## src/rtl/aux_if.sv

```systemverilog
// aux_if: multi-flop synchronizer that brings the asynchronous auxiliary input bus into sys_clk
module aux_if #(
  parameter int DW          = 32,
  parameter int SYNC_STAGES = 2
) (
  input  logic          sys_clk,
  input  logic          sys_rst,
  input  logic [DW-1:0] aux_in,
  output logic [DW-1:0] aux_i
);
  if (SYNC_STAGES < 2 || SYNC_STAGES > 4) begin : g_bad_stages
    $fatal(1, "aux_if: SYNC_STAGES must be in 2..4");
  end
  logic [SYNC_STAGES-1:0][DW-1:0] stage_q, stage_d;
  always_comb stage_d = {stage_q[SYNC_STAGES-2:0], aux_in};
  always_ff @(posedge sys_clk) begin
    if (sys_rst) stage_q <= '0;
    else stage_q <= stage_d;
  end
  assign aux_i = stage_q[SYNC_STAGES-1];
endmodule

```

## config.mk

```make
export PLATFORM = sky130hd
export DESIGN_NAME = aux_if
export DESIGN_NICKNAME = d
export VERILOG_FILES = /design/src/rtl/aux_if.sv
export SDC_FILE = /design/constraint.sdc
export NUM_CORES = 1
export LEC_CHECK = 0
export ABC_AREA = 1
export ABC_CLOCK_PERIOD_IN_PS = 800
export CORE_ASPECT_RATIO = 0.9
export CORE_MARGIN = 1.5
export CORE_UTILIZATION = 43
export CTS_CLUSTER_SIZE = 10
export DETAILED_ROUTE_END_ITERATION = 16
export PLACE_DENSITY = 0.77
export SYNTH_ARGS = -nofsm -noshare
export SYNTH_HDL_FRONTEND = slang
export SYNTH_SLANG_ARGS = --single-unit
```

## constraint.sdc

```tcl
create_clock -name sys_clk -period 0.8 [get_ports sys_clk]
set_input_delay 0.12 -clock sys_clk [delete_from_list [all_inputs] [get_ports sys_clk]]
set_output_delay 0.12 -clock sys_clk [all_outputs]
set_load 0.01 [all_outputs]
```

==> results.cfg <==
[outcome]
outcome = complete, but fails checks
violations = negative setup slack

[worst_setup_path]
cp_top_family = flip-flops
start_kind = flip-flop
crit_arrival_ns = 0.76
reg2reg_setup_slack_ns = 0.29
cp_data_required_time_ns = 0.68
cp_slowest_cell = dfxtp_2
crit_type = flip-flop to output port
cp_cell_sequence = buf_6
cp-end-kind = output port
r2r-start = stage_d[48]$_SDFF_PP0_
critical_path.max_fanout = 1
rr_endpoint = aux_i[16]$_SDFF_PP0_
worstRegToRegCells = 2
path_buf_inv = 1
max_stage_delay_ns = 0.32

[placed_design]
placed_area_um2 = 2515
place.gp.congestion = 0.6439
dp_hpwl_um = 1878
io_buffers = 65

[finish]
n_antenna_cell = 0
multiInputGateArea_um2 = 240.2
regArea_um2 = 1294
syn2layout_area_growth_pct = 43.64
fin_area_um2 = 2644
nFillCells = 369
mostFrequentLayoutCells = inv_1, nor2_1, dfxtp_1
nets = 305
drive_gt1_frac = 0.2138

[sta]
slew_headroom = 0.9130
setup_slack_ns = -0.07881
finalClockSkew_ns = 0.005225
worst_pin_slew_ns = 0.1305
timing.final.crit_share = 1.099
fmax_mhz = 1138
min_period_ns = 0.8788
finalHoldViolCount = 0
rsz0062_at_grt = yes
setup_viol = 32
slew_viol_final = 0

[pwr]
leakagePower_nw = 1.359
p_total_w = 0.006763
p_per_area_nw_per_um2 = 2558
vdd_drop_max_mv = 1.686

[flow_run]
maxCapViolations = 0

[clocking]
clockBufferDepth = 2
post_cts_resized = 134
clock_latency_ns = 0.33
cts_tree = done
clk_pin_slew_worst_paths_ns = 0.06
cts.htree.levels = 3
post-cts-setup-buffer-count = 0
cts_buffers = 9
clock-root-buffer = clkbuf_8
clock_sinks = 64
cts_hold_buf = 0

[detailed_routing]
routed_wl_um = 2724
avgViaCountPerCell = 3.880
drtPass1Iterations = 4
wl_per_cell_um = 8.407
ant_nets = 0
drc_errors = 0
drt_iter0_drc = 32
vias = 1257

[synthesis]
syn_area_per_cell_um2 = 9.249
yosysSeqAreaShare = 0.6961
ys_ff_latch = 64
syn_inst = 199
yosysWarnings = 0
syn_nets = 233
synth_cell_type_count = 4
netlist_area_um2 = 1841

[hold_path]
hold_depth = 3
min_to = aux_i[1]$_SDFF_PP0_
hp-start = sys_rst
min_path_type = input port to flip-flop

[global_routing]
antenna_found_initial = 0
grt_max_degree = 29
grt_pass1_wl_um = 4367
grt_usage = 0.1341
grt_pass1_vias = 1062
grt-ovfl-total = 0

[floorplanning]
dieWidth_um = 71.96
die_y_um = 65.07
initial_core_util = 0.4487
core_area_um2 = 4101
row_count = 22
ioPinCount = 66
die_area_um2 = 4682
-- sequential cells by signal, summed over array words and instances (netlist names) --
signal   cells
aux_i       32
stage_d     32
-- layout make-up --
cell class | instances | area share
flip-flops and latches | 64 | 0.4894
repair buffers | 68 | 0.2253
multi-input cells | 64 | 0.09087
inverters | 64 | 0.09087
clock buffers | 13 | 0.05632
clock inverters | 3 | 0.02461
well taps | 48 | 0.02272
-- metrics by stage --
step | instances | TNS, ns | worst slack [ns] | hold slack [ns] | util
detailed placement | 308 | -4.330 | -0.1598 | 0.3916 | 0.6132
floorplan | 199 | 0 | 0.2845 | 0.2270 | -
finish | 324 | -2.204 | -0.07881 | 0.1880 | 0.6446
global route | 324 | -3.578 | -0.1244 | 0.1933 | 0.6446
global placement | 308 | -4.107 | -0.1448 | 0.3889 | 0.6132
CTS | 324 | -2.959 | -0.1127 | 0.1858 | 0.6318
-- worst min-delay path, stage by stage --
cell and delay [ns]:
buf_2 0.14, buf_12 0.16, nor2_1 0.05
-- metal layers --
layer  share of wire  global-route usage  vias up  wire, µm
met2            0.54              0.2303       40      1477
li1                -                   -      674         -
met4           0.017             0.06368        0        46
met5               0                   0        -         0
met1            0.36              0.1161      538       984
met3           0.079             0.09642        5       216
-- cells in the mapped netlist (all sizes together) --
| library cell | number | area, µm² |
|---|---|---|
| dfxtp | 64 | 1281 |
| inv | 64 | 240.2 |
| nor2 | 64 | 240.2 |
| buf | 7 | 78.83 |
-- report_power, final --
group | switching (W) | internal [W] | total [W]
Combinational | 0.000189 | 0.000277 | 0.000466
Clock | 0.00108 | 0.00184 | 0.00292
Sequential | 0.0000376 | 0.00334 | 0.00338
-- cells by family (layout without fill, tap and decap cells) --
logic type / after synthesis / after routing / share of synthesized area
AND/OR/NAND/NOR: 64 / 64 / 0.1305
flip-flops: 64 / 64 / 0.6961
buffers and inverters: 71 / 148 / 0.1734
-- how the worst max path moves through the flow --
stage / start / to / cells past startpoint
floorplan: sys_rst / aux_i[10]$_SDFF_PP0_ / 3
global placement: aux_i[31]$_SDFF_PP0_ / aux_i[31] / 1
detailed placement: aux_i[31]$_SDFF_PP0_ / aux_i[31] / 1
CTS: aux_i[31]$_SDFF_PP0_ / aux_i[31] / 1
global route: aux_i[15]$_SDFF_PP0_ / aux_i[15] / 1
finish: aux_i[12]$_SDFF_PP0_ / aux_i[12] / 1
No activity file was read; power rests on OpenSTA's default activity.
